<file path="src/rtl/keypad_pkg.sv">
// rtl/keypad_pkg.sv - shared types, sizes and digit map for the keypad scanner
package keypad_pkg;

    localparam int NUM_ROWS = 4;
    localparam int NUM_COLS = 4;

    typedef enum logic [1:0] {
        SCAN,
        DEBOUNCE,
        PRESSED,
        RELEASE
    } state_t;

    // Entry = {is_digit, code}; indexed by key bit 4*col+row.
    localparam logic [4:0] DIGIT_MAP [16] = '{
        5'h0F, 5'h0F, 5'h0F, 5'h10,
        5'h0F, 5'h13, 5'h12, 5'h11,
        5'h0F, 5'h16, 5'h15, 5'h14,
        5'h0F, 5'h19, 5'h18, 5'h17
    };

    function automatic logic [NUM_COLS-1:0] col_drive(input logic [1:0] c);
        return ~(4'b0001 << c);
    endfunction

endpackage

</file>
<file path="src/rtl/scan_tick_gen.sv">
// rtl/scan_tick_gen.sv - free-running divider producing the column dwell tick
module scan_tick_gen #(
    parameter int CLK_DIV = 50000
) (
    input  logic clk,
    input  logic rst,
    output logic tick
);

    localparam int W = (CLK_DIV > 2) ? $clog2(CLK_DIV) : 1;

    logic [W-1:0] cnt;

    assign tick = (cnt == W'(CLK_DIV - 1));

    always_ff @(posedge clk or posedge rst) begin
        if (rst) begin
            cnt <= '0;
        end else if (tick) begin
            cnt <= '0;
        end else begin
            cnt <= cnt + W'(1);
        end
    end

endmodule

</file>
<file path="src/rtl/keypad_scan_ctrl.sv">
// rtl/keypad_scan_ctrl.sv - 4x4 keypad column scanner with press/release debounce
module keypad_scan_ctrl
    import keypad_pkg::*;
#(
    parameter int CLK_DIV        = 50000,
    parameter int DEBOUNCE_TICKS = 4
) (
    input  logic                   clk,
    input  logic                   rst,
    input  logic [NUM_ROWS-1:0]    row_in,
    output logic [NUM_COLS-1:0]    col_out,
    output logic [15:0]            onehot,
    output logic [3:0]             key_code,
    output logic                   key_is_digit,
    output logic                   key_valid,
    output logic                   key_held
);

    localparam int CW = $clog2(DEBOUNCE_TICKS + 1);
    localparam logic [CW-1:0] DT_M1 = CW'(DEBOUNCE_TICKS - 1);

    state_t              state;
    logic [1:0]          col;
    logic [1:0]          cap_row;
    logic [CW-1:0]       cnt;
    logic [NUM_ROWS-1:0] rs_meta;
    logic [NUM_ROWS-1:0] rs;
    logic                tick;

    logic [NUM_ROWS-1:0] low;
    logic [1:0]          row_idx;
    logic                all_high;
    logic                single;
    logic                hit;
    logic                accept;
    logic                release_done;
    logic [3:0]          key_idx;

    scan_tick_gen #(.CLK_DIV(CLK_DIV)) u_tick (
        .clk  (clk),
        .rst  (rst),
        .tick (tick)
    );

    always_comb begin
        low     = ~rs;
        row_idx = '0;
        for (int i = NUM_ROWS - 1; i >= 0; i--) begin
            if (low[i]) row_idx = 2'(i);
        end
        all_high = (rs == '1);
        single   = $onehot(low);
        hit      = single && ((state == SCAN) || (row_idx == cap_row));
        key_idx  = {col, row_idx};
        // DEBOUNCE_TICKS==1 accepts/releases on the very first matching tick.
        accept       = tick && hit &&
                       (((state == SCAN) && (DEBOUNCE_TICKS == 1)) ||
                        ((state == DEBOUNCE) && (cnt == DT_M1)));
        release_done = tick && all_high &&
                       (((state == PRESSED) && (DEBOUNCE_TICKS == 1)) ||
                        ((state == RELEASE) && (cnt == DT_M1)));
    end

    always_ff @(posedge clk or posedge rst) begin
        if (rst) begin
            state        <= SCAN;
            col          <= '0;
            cap_row      <= '0;
            cnt          <= '0;
            rs_meta      <= '1;
            rs           <= '1;
            col_out      <= 4'hE;
            onehot       <= '0;
            key_code     <= '0;
            key_is_digit <= 1'b0;
            key_valid    <= 1'b0;
            key_held     <= 1'b0;
        end else begin
            rs_meta   <= row_in;
            rs        <= rs_meta;
            key_valid <= 1'b0;
            if (accept) begin
                state        <= PRESSED;
                cap_row      <= row_idx;
                cnt          <= '0;
                onehot       <= 16'b1 << key_idx;
                key_is_digit <= DIGIT_MAP[key_idx][4];
                key_code     <= DIGIT_MAP[key_idx][3:0];
                key_held     <= 1'b1;
                key_valid    <= 1'b1;
            end else if (release_done) begin
                state    <= SCAN;
                cnt      <= '0;
                onehot   <= '0;
                key_held <= 1'b0;
                col      <= col + 2'd1;
                col_out  <= col_drive(col + 2'd1);
            end else if (tick) begin
                case (state)
                    SCAN: begin
                        if (single) begin
                            cap_row <= row_idx;
                            cnt     <= CW'(1);
                            state   <= DEBOUNCE;
                        end else begin
                            col     <= col + 2'd1;
                            col_out <= col_drive(col + 2'd1);
                        end
                    end
                    DEBOUNCE: begin
                        if (hit) begin
                            cnt <= cnt + CW'(1);
                        end else begin
                            cnt     <= '0;
                            state   <= SCAN;
                            col     <= col + 2'd1;
                            col_out <= col_drive(col + 2'd1);
                        end
                    end
                    PRESSED: begin
                        if (all_high) begin
                            cnt   <= CW'(1);
                            state <= RELEASE;
                        end
                    end
                    RELEASE: begin
                        if (all_high) begin
                            cnt <= cnt + CW'(1);
                        end else if (!rs[cap_row]) begin
                            cnt   <= '0;
                            state <= PRESSED;
                        end
                    end
                    default: state <= SCAN;
                endcase
            end
        end
    end

endmodule

</file>
<file path="config.mk">
export PLATFORM = sky130hd
export DESIGN_NAME = keypad_scan_ctrl
export DESIGN_NICKNAME = d
export VERILOG_FILES = /design/src/rtl/keypad_pkg.sv /design/src/rtl/scan_tick_gen.sv /design/src/rtl/keypad_scan_ctrl.sv
export SDC_FILE = /design/constraint.sdc
export NUM_CORES = 1
export LEC_CHECK = 0
export CAP_MARGIN = 20
export CORE_MARGIN = 8
export CORE_UTILIZATION = 35
export CTS_BUF_LIST = sky130_fd_sc_hd__clkbuf_4
export DETAILED_ROUTE_END_ITERATION = 16
export GPL_ROUTABILITY_DRIVEN = 0
export HOLD_SLACK_MARGIN = 0.06
export MAX_ROUTING_LAYER = met4
export PLACE_DENSITY = 0.56
export SYNTH_ARGS = -nofsm -noshare
export SYNTH_HDL_FRONTEND = slang
export SYNTH_SLANG_ARGS = --single-unit
</file>
<file path="constraint.sdc">
create_clock -name clk -period 3.2 [get_ports clk]
set_input_delay 0.64 -clock clk [delete_from_list [all_inputs] [get_ports clk]]
set_output_delay 0.64 -clock clk [all_outputs]
set_load 0.005 [all_outputs]
</file>
==> qor.txt <==
Synth top cells by count: 49 x dfrtp_1, 39 x o21ai_0, 35 x nand2_1
Bufs on Longest Clock Path: 2
Initial Utilization: 35.8%
Synth Area in Compound Gates: 12.7%
Max_cap viols: 0
GR Util All Layers: 11.6%
Synthesized Nets: 309
RSZ-0062 raised after global routing: false
Area of the core: 8180 um^2
Synthesized cell area: 2930 um^2
Post-Synth Adder-Cell Area: 7.52%
Max-slew violations: 0
I/O pin total: 33
Synth warnings: 0
Switching Share: 23.8%
Clock latency on the worst-skew pair: 0.41 ns
Top-count cell post-synth: dfrtp_1
Startpoint Class: register
TritonCTS buffer count: 9
Final WL: 6060 um
Sequential Power Share: 57.0%
P_leak: 1.55 nW
Die Wd: 107 um
Sequential Area: 1520 um^2
DIE AREA: 11,500 um^2
Post-synth top area cell: dfrtp_1
Setup WS pre-CTS: 0.0834 ns
Htree depth: 3
Die Y-Extent: 107 um
CP max FO: 8
Clock share of power: 38.2%
Number of port buffers: 32
Setup CP Type: register to register
Async set-or-reset flop fraction in the synthesized netlist: 100%
Simple-Gate Fraction of Synth Area: 17.0%
Drc violations: 0
Row count: 33
Largest net degree at the start of global routing: 35
CTS tree: done
Root buffer cell: clkbuf_4
Top FF cell, synth: dfrtp_1
Post-Syn Instances: 286
Starting DRT DRC Count: 72
Final period util: 95.9%
Final setup viols: 0
Gate power share: 4.8%
Fin crit period: 3.07 ns
Synth area leaders: dfrtp_1 42%, dfstp_2 9.9%, ha_1 6.8%, o21ai_0 6.7%, nand2_1 4.5%
Final net count: 353
Vias in the first global route: 2,057
Clk pin slew, worst setup/hold paths: 0.10 ns
Ant. Diodes: 0
Pwr Density: 381 nW/um^2
Layout Skew: 0.0227 ns
Top-area cell type share of the netlist area: 41.9%
CP Capture Type: register
WHS Path Cells: 0
CTS Hold Bufs: 0
Hold Crit Class: register to register
Syn-to-layout area delta: 21.4%
Initial antenna violation count: 0
First-pass GRT wire length: 10,300 um
Net Sw Power: 0.323 mW
DR WL/cell: 13.8 um
Via count of the routed design: 2,172
Vias per cell: 4.94
Int Power: 1.03 mW
DP Wirelength: 4400 um
Layout cell share with drive strength beyond 1: 14.9%
XOR/XNOR share of the synthesized area: 4.79%
Post-route setup TNS: 0 ns
# fillers: 789
Setup WS post-layout: 0.131 ns
Arr. time, crit path: 3.40 ns
Rel. slew slack: 60.6%
Avg Cell Area, Syn: 10.2 um^2
Hold Vio Cnt, Final: 0
R2R cell count: 10
First-pass DRT Iterations: 5
Worst endpoint required time: 3.53 ns
Highest Clock Rate: 326 MHz
Distinct cells, synth: 48
Slew @ Worst Pin: 0.583 ns
Seq cells post-synth: 60
Status: finished, final reports clean
Post-synthesis sequential area ratio: 51.8%
Sink Count: 60
DRT antenna net count: 0
IR Drop Worst-Case VDD: 149 uV
Number of enable flip-flop cells after synthesis: 0
Largest family of logic cells by synthesized area: simple AND/OR/NAND/NOR gates
Post-synthesis mux area share: 2.86%
Multi-input logic area: 1320 um^2
Remaining global-route overflow: 0
per-layer routing:
layer	routed length [um]	share of wire (%)	track usage, %	vias up
li1	-	-	-	1077
met1	2920	48	15.1	1026
met4	133	2.2	5.95	0
met3	345	5.7	2.75	14
met5	0	0	-	-
met2	2660	44	16.3	55
cells in the final DEF, fill, tap and decap left out, drive strengths merged, types with 4 or more instances in the layout:
cell / netlist / final
xor2: 7 / 7
and3: 5 / 5
dfstp: 11 / 11
buf: 2 / 8
nand2: 35 / 35
nor2: 20 / 20
xnor2: 9 / 9
o21ai: 49 / 49
a21oi: 5 / 5
clkinv: 0 / 4
ha: 16 / 16
clkbuf: 5 / 10
inv: 17 / 17
clkdlybuf4s50: 0 / 32
dfrtp: 49 / 49
nand3: 11 / 11
final cells by class:
type                    instances  area share [%]
inverters                      17            1.80
well taps                     105            3.70
clock inverters                 6            1.55
flip-flops and latches         60            42.6
clock buffers                  10            2.11
repair buffers                 40            11.1
multi-input cells             202            37.1
worst paths after layout:
path	startpoint	end	slack, ns
worst max-delay path	rs[1]	onehot[6]	0.13
worst min-delay path	rs_meta[3]	rs[3]	0.36
worst max register to register	rs[1]	onehot[6]	0.13
worst min register to register	rs_meta[3]	rs[3]	0.36
max in group asynchronous	rst	rs[2]	1.92
min in group asynchronous	rst	col_out[0]	0.61
flip-flops by register name (all words and copies together), names as in the netlist:
register and count:
onehot 16, u_tick.cnt 16, col_out 4, key_code 4
rs 4, rs_meta 4, cnt 3, cap_row 2
col 2, state 2, key_held 1, key_is_digit 1
key_valid 1
timing repair:
item,in CTS,in global routing
buffers inserted,0,3
resized for setup,0,6
setup endpoints to repair,0,16
through the flow:
| step | hold slack (ns) | instances | power, mW | util (%) | instance area (um^2) |
|---|---|---|---|---|---|
| 6_report | 0.360 | 440 | 1.36 | 43.5 | 3550 |
| 5_1_grt | 0.369 | 440 | 1.42 | 43.5 | 3550 |
| 4_1_cts | 0.361 | 437 | 1.37 | 43.1 | 3520 |
| 3_5_place_dp | 0.347 | 421 | 0.851 | 41.5 | 3390 |
| 3_3_place_gp | 0.346 | 421 | 0.850 | 41.5 | 3390 |
| 2_1_floorplan | 0.345 | 286 | 0.827 | - | 2930 |
kinds of logic (layout without fill, tap and decap cells):
group | after synthesis | after routing
simple gates | 97 | 97
buf+inv | 24 | 73
xor+xnor | 16 | 16
mux | 6 | 6
fa+ha+maj | 17 | 17
compound gates | 66 | 66
flops | 60 | 60
power by group through the flow:
| stage | clock network [mW] | registers, mW | logic [mW] |
|---|---|---|---|
| after floorplan | 0 | 0.786 | 0.0411 |
| after CTS | 0.538 | 0.773 | 0.0633 |
| after detailed placement | 0 | 0.787 | 0.0631 |
| final | 0.518 | 0.772 | 0.0652 |
| after global routing | 0.571 | 0.774 | 0.0754 |
| after global placement | 0 | 0.787 | 0.0626 |
critical path, cell delays in order (launching register included):
cell and delay [ns]:
dfstp_2 0.60, fa_1 0.42, inv_1 0.07, ha_1 0.14, ha_1 0.22, or3b_2 0.50, and4bb_2 0.38, and3_4 0.24
buf_4 0.16, nand3_1 0.11, o21ai_0 0.16
(Power assumes the default switching activity.)
==> variant 1: new RTL, config.mk and constraints unchanged <==
Encoding of `state_t`: now one-hot (4 bits for 4 states).
--- a/src/rtl/keypad_pkg.sv
+++ b/src/rtl/keypad_pkg.sv
@@ -5,9 +5,9 @@
     localparam int NUM_COLS = 4;
 
-    typedef enum logic [1:0] {
-        SCAN,
-        DEBOUNCE,
-        PRESSED,
-        RELEASE
+    typedef enum logic [3:0] {
+        SCAN     = 4'b0001,
+        DEBOUNCE = 4'b0010,
+        PRESSED  = 4'b0100,
+        RELEASE  = 4'b1000
     } state_t;
 
Formal check against the unedited RTL: same outputs for any inputs over 10 cycles, from zero or initial values and one cycle with rst high; not proved beyond that.
==> variant 1 against the unedited design <==
- setup slack better by 52 ps
- sequential share of layout area grew 0.65 points
- routed wire length is 3.0% lower
- sequential cell count is 2 higher
- cell area increased by 1.8%
- synthesized area up 3.2%
- clock power shrank 1%
- global-route usage decreased by 0.31 points
- synthesized cell count is the same
- combinational power shrank 15%
- power up 0.86%
- critical path type unchanged
- critical endpoint is now col[1]
==> variant 1: results (changes against the unedited design) <==
metric,value,unit,change
final hold slack,359,ps,was 360 ps
initial drt markers,48,,was 72
drt total wl,5.87,mm,was 6.06 mm
pre-CTS setup slack,180,ps,was 83.4 ps
Max stage delay on crit path,550,ps,was 600 ps
Hold Path Origin,rs_meta[2],,was rs_meta[3]
Logic pwr share,0.041,,was 0.048
final std cells w/o fill,438,,was 440
Worst-Margin Slew,632,ps,was 583 ps
Clock power frac,0.376,,was 0.382
dpl cells,422,,was 421
Hold EP,rs[2],,was rs[3]
vias in the first global route,2150,,"was 2,057"
Top delay family on crit path,adder cells,,was simple AND/OR/NAND/NOR gates
worst r2r src,rs[0],,was rs[1]
first-pass GRT wire length,10.3,mm,about the same
switch share,0.230,,was 0.238
Worst Skew,15.4,ps,was 22.7 ps
largest net degree at the start of global routing,34,,was 35
Leak,1.63,nW,was 1.55 nW
Overall Global Routing Usage,0.112,,was 0.116
Placed Instance Area,3480,µm²,was 3390 µm²
Min-Delay Path Depth,0,,unchanged
ys async rst share,1.00,,unchanged
sw power,314,µW,was 323 µW
vias per inst,4.76,,was 4.94
Worst VDD drop,214,µV,was 149 µV
fin crit share,0.943,,was 0.959
Area contributors post-synth,"dfrtp_1 41%, dfstp_2 10%, ha_1 6.6%",,"was dfrtp_1 42%, dfstp_2 9.9%, ha_1 6.8%"
slowest CP cell,fa_1,,was dfstp_2
Nets,348,,was 353
sequential area share after synthesis,0.518,,about the same
hpwl dp,4.32,mm,was 4.40 mm
post-synthesis cell type count,54,,was 48
synth cell count leaders,"50 x dfrtp_1, 36 x nand2_1, 25 x nor2_1, 25 x o21ai_0, 17 x inv_1",,"was 49 x dfrtp_1, 39 x o21ai_0, 35 x nand2_1, 20 x nor2_1, 17 x inv_1"
crit path to,col[1],,was onehot[6]
layout cells sized above 1,0.142,,was 0.149
Crit path arrival time,3320,ps,was 3400 ps
status,"finished, final reports clean",,unchanged
[variant 1: final cells by class]
cell class                 instances  area, µm²
clock buffer                      10       75.1
clock inverter                     6       53.8
fill                             830       4930
inverter                          17       63.8
multi-input combinational        197       1350
sequential                        62       1570
tap                              108        135
timing repair buffer              38        378
[variant 1: cells by family (layout without fill, tap and decap cells)]
group / after synthesis / count (layout) / share of synthesized area
AOI/OAI and AO/OA: 50 / 50 / 0.101
xor gates and xnor gates: 17 / 17 / 0.0493
adders and majority gates: 17 / 17 / 0.0729
buffers and inverters: 27 / 71 / 0.0377
DFF: 62 / 62 / 0.518
muxes: 14 / 14 / 0.0547
and+or+nand+nor: 99 / 99 / 0.166
[variant 1: metal layers]
layer  track usage  wire, µm  vias to the layer above  part of all wire
met2         0.170      2560                       34              0.44
met4        0.0411       100                        0             0.017
met5             -         0                        -                 0
met3        0.0402       311                        8             0.053
met1         0.135      2900                      996              0.49
li1              -         -                     1045                 -
==> variant 2: new RTL, config.mk and constraints unchanged <==
Made on the original files. `CLK_DIV` is set to 50000 in 2 places; all go to 100000.
--- a/src/rtl/scan_tick_gen.sv
+++ b/src/rtl/scan_tick_gen.sv
@@ -1,5 +1,5 @@
 // rtl/scan_tick_gen.sv - free-running divider producing the column dwell tick
 module scan_tick_gen #(
-    parameter int CLK_DIV = 50000
+    parameter int CLK_DIV = 100000
 ) (
     input  logic clk,
--- a/src/rtl/keypad_scan_ctrl.sv
+++ b/src/rtl/keypad_scan_ctrl.sv
@@ -3,5 +3,5 @@
     import keypad_pkg::*;
 #(
-    parameter int CLK_DIV        = 50000,
+    parameter int CLK_DIV        = 100000,
     parameter int DEBOUNCE_TICKS = 4
 ) (
Behaviour: no difference found for any inputs over 10 cycles, from zero or initial values and one cycle with rst high; that may be too few to reach the edited logic, so the function may still have changed.
==> variant 2 against the unedited design <==
- sequential cell count grew 1
- sequential power grew 2%
- routed wire length is essentially flat
- cell area grew 1.9%
- power shrank 3.0%
- setup slack gained 110 ps
- largest power group unchanged
- synthesized area grew 2.9%
- utilization shrank 1.1 points
==> variant 2: results (changes against the unedited design) <==
metric,value,unit,change
status,"finished, final reports clean",,unchanged
Worst VDD drop,209,µV,was 149 µV
hpwl dp,4.30,mm,was 4.40 mm
vias per inst,4.85,,was 4.94
Worst Skew,16.4,ps,was 22.7 ps
initial drt markers,70,,was 72
Leak,1.56,nW,was 1.55 nW
Crit path arrival time,3250,ps,was 3400 ps
clk buf depth,2,,unchanged
Hold EP,rs[1],,was rs[3]
final std cells w/o fill,437,,was 440
die width,109,µm,was 107 µm
final hold slack,348,ps,was 360 ps
Synthesized Nets,303,,was 309
sequential area share after synthesis,0.512,,was 0.518
synth warn,0,,unchanged
"Avg Cell Area, Syn",10.8,µm²,was 10.2 µm²
P_comb,66.7,µW,was 65.2 µW
share of power burned in registers,0.598,,was 0.570
critical path type,register to register,,unchanged
Root Driver,clkbuf_4,,unchanged
Nets,347,,was 353
synth cell count leaders,"50 x dfrtp_1, 36 x o21ai_1, 27 x nand2_1, 22 x nor2_1, 16 x ha_1",,"was 49 x dfrtp_1, 39 x o21ai_0, 35 x nand2_1, 20 x nor2_1, 17 x inv_1"
Overall Global Routing Usage,0.115,,was 0.116
ys async rst share,1.00,,unchanged
Cell Int Power,973,µW,was 1.03 mW
Num CTS Buffers,9,,unchanged
# fillers,831,,was 789
layout cells sized above 1,0.170,,was 0.149
WL/cell,13.9,µm,was 13.8 µm
DRT Pass-1 Iters,4,,was 5
first-pass GRT wire length,10.4,mm,was 10.3 mm
largest net degree at the start of global routing,62,,was 35
Crit Path Max Fanout,9,,was 8
Area contributors post-synth,"dfrtp_1 42%, dfstp_2 9.6%, ha_1 6.7%",,"was dfrtp_1 42%, dfstp_2 9.9%, ha_1 6.8%"
Min-Delay Path Depth,0,,unchanged
dpl cells,420,,was 421
worst r2r src,rs[1],,unchanged
biggest regs,"u_tick.cnt: 17 flops, onehot: 16 flops",,"was onehot: 16 flops, u_tick.cnt: 16 flops"
post-synthesis cell type count,54,,was 48
vias in the first global route,2093,,"was 2,057"
switch share,0.260,,was 0.238
flop-to-flop setup slack,240,ps,was 130 ps
# diodes,0,,unchanged
Hold Path Origin,rs_meta[1],,was rs_meta[3]
Crit Reg-Reg Endpoint,key_code[0],,was onehot[6]
Max transition margin,0.640,,was 0.606
-- variant 2: worst max-delay path by stage --
stage / slack [ps] / to / from
CTS: 70 / key_code[0] / rs[1]
finish: 240 / key_code[0] / rs[1]
detailed placement: 90 / key_code[0] / rs[1]
global placement: 210 / key_code[0] / rs[1]
global route: 60 / key_code[0] / rs[1]
floorplan: 200 / key_code[0] / rs[1]
-- variant 2: cells by family (layout without fill, tap and decap cells) --
group	count (synthesis)	in the layout	share of synthesized area
mux	10	10	0.0470
simple gates	91	91	0.165
fa+ha+maj	17	17	0.0732
buf+inv	19	68	0.0237
flops	61	61	0.512
xor+xnor	18	18	0.0549
compound gates	64	64	0.124
-- variant 2: repair_timing --
item / 4_1_cts / 5_1_grt
hold buffers: 0 / 0
setup buffers: 0 / 1
resized for setup: 0 / 0
hold endpoints to repair: 0 / 0
setup endpoints to repair: 0 / 26
-- variant 2: final cells by class --
cell class / instances / area share
clock buffers: 10 / 0.0207
clock inverters: 6 / 0.0107
inverters: 13 / 0.0135
multi-input cells: 200 / 0.386
flip-flops and latches: 61 / 0.425
well taps: 108 / 0.0373
repair buffers: 39 / 0.106
-- variant 2: metrics by stage --
stage               worst slack [ps]  utilization  area, µm²
floorplan                        200            -       3010
global placement                 212        0.409       3500
detailed placement              89.1        0.409       3500
CTS                             69.0        0.423       3610
global route                    65.0        0.424       3620
finish                           241        0.424       3620
-- variant 2: critical path: stages (launching register included) --
cell	delay [ps]
dfstp_2	630
fa_1	440
inv_1	60
ha_1	140
ha_1	230
nor3b_1	340
nand4b_1	130
buf_4	190
nor3b_4	160
buf_4	230
mux2_4	320
-- variant 2: routing by layer --
metal  GRT usage  vias to the layer above  wire, µm
met5           -                        -         0
met4      0.0499                        0        84
met3      0.0349                        7       386
met2       0.168                       61      2600
met1       0.146                      980      2980
li1            -                     1071         -
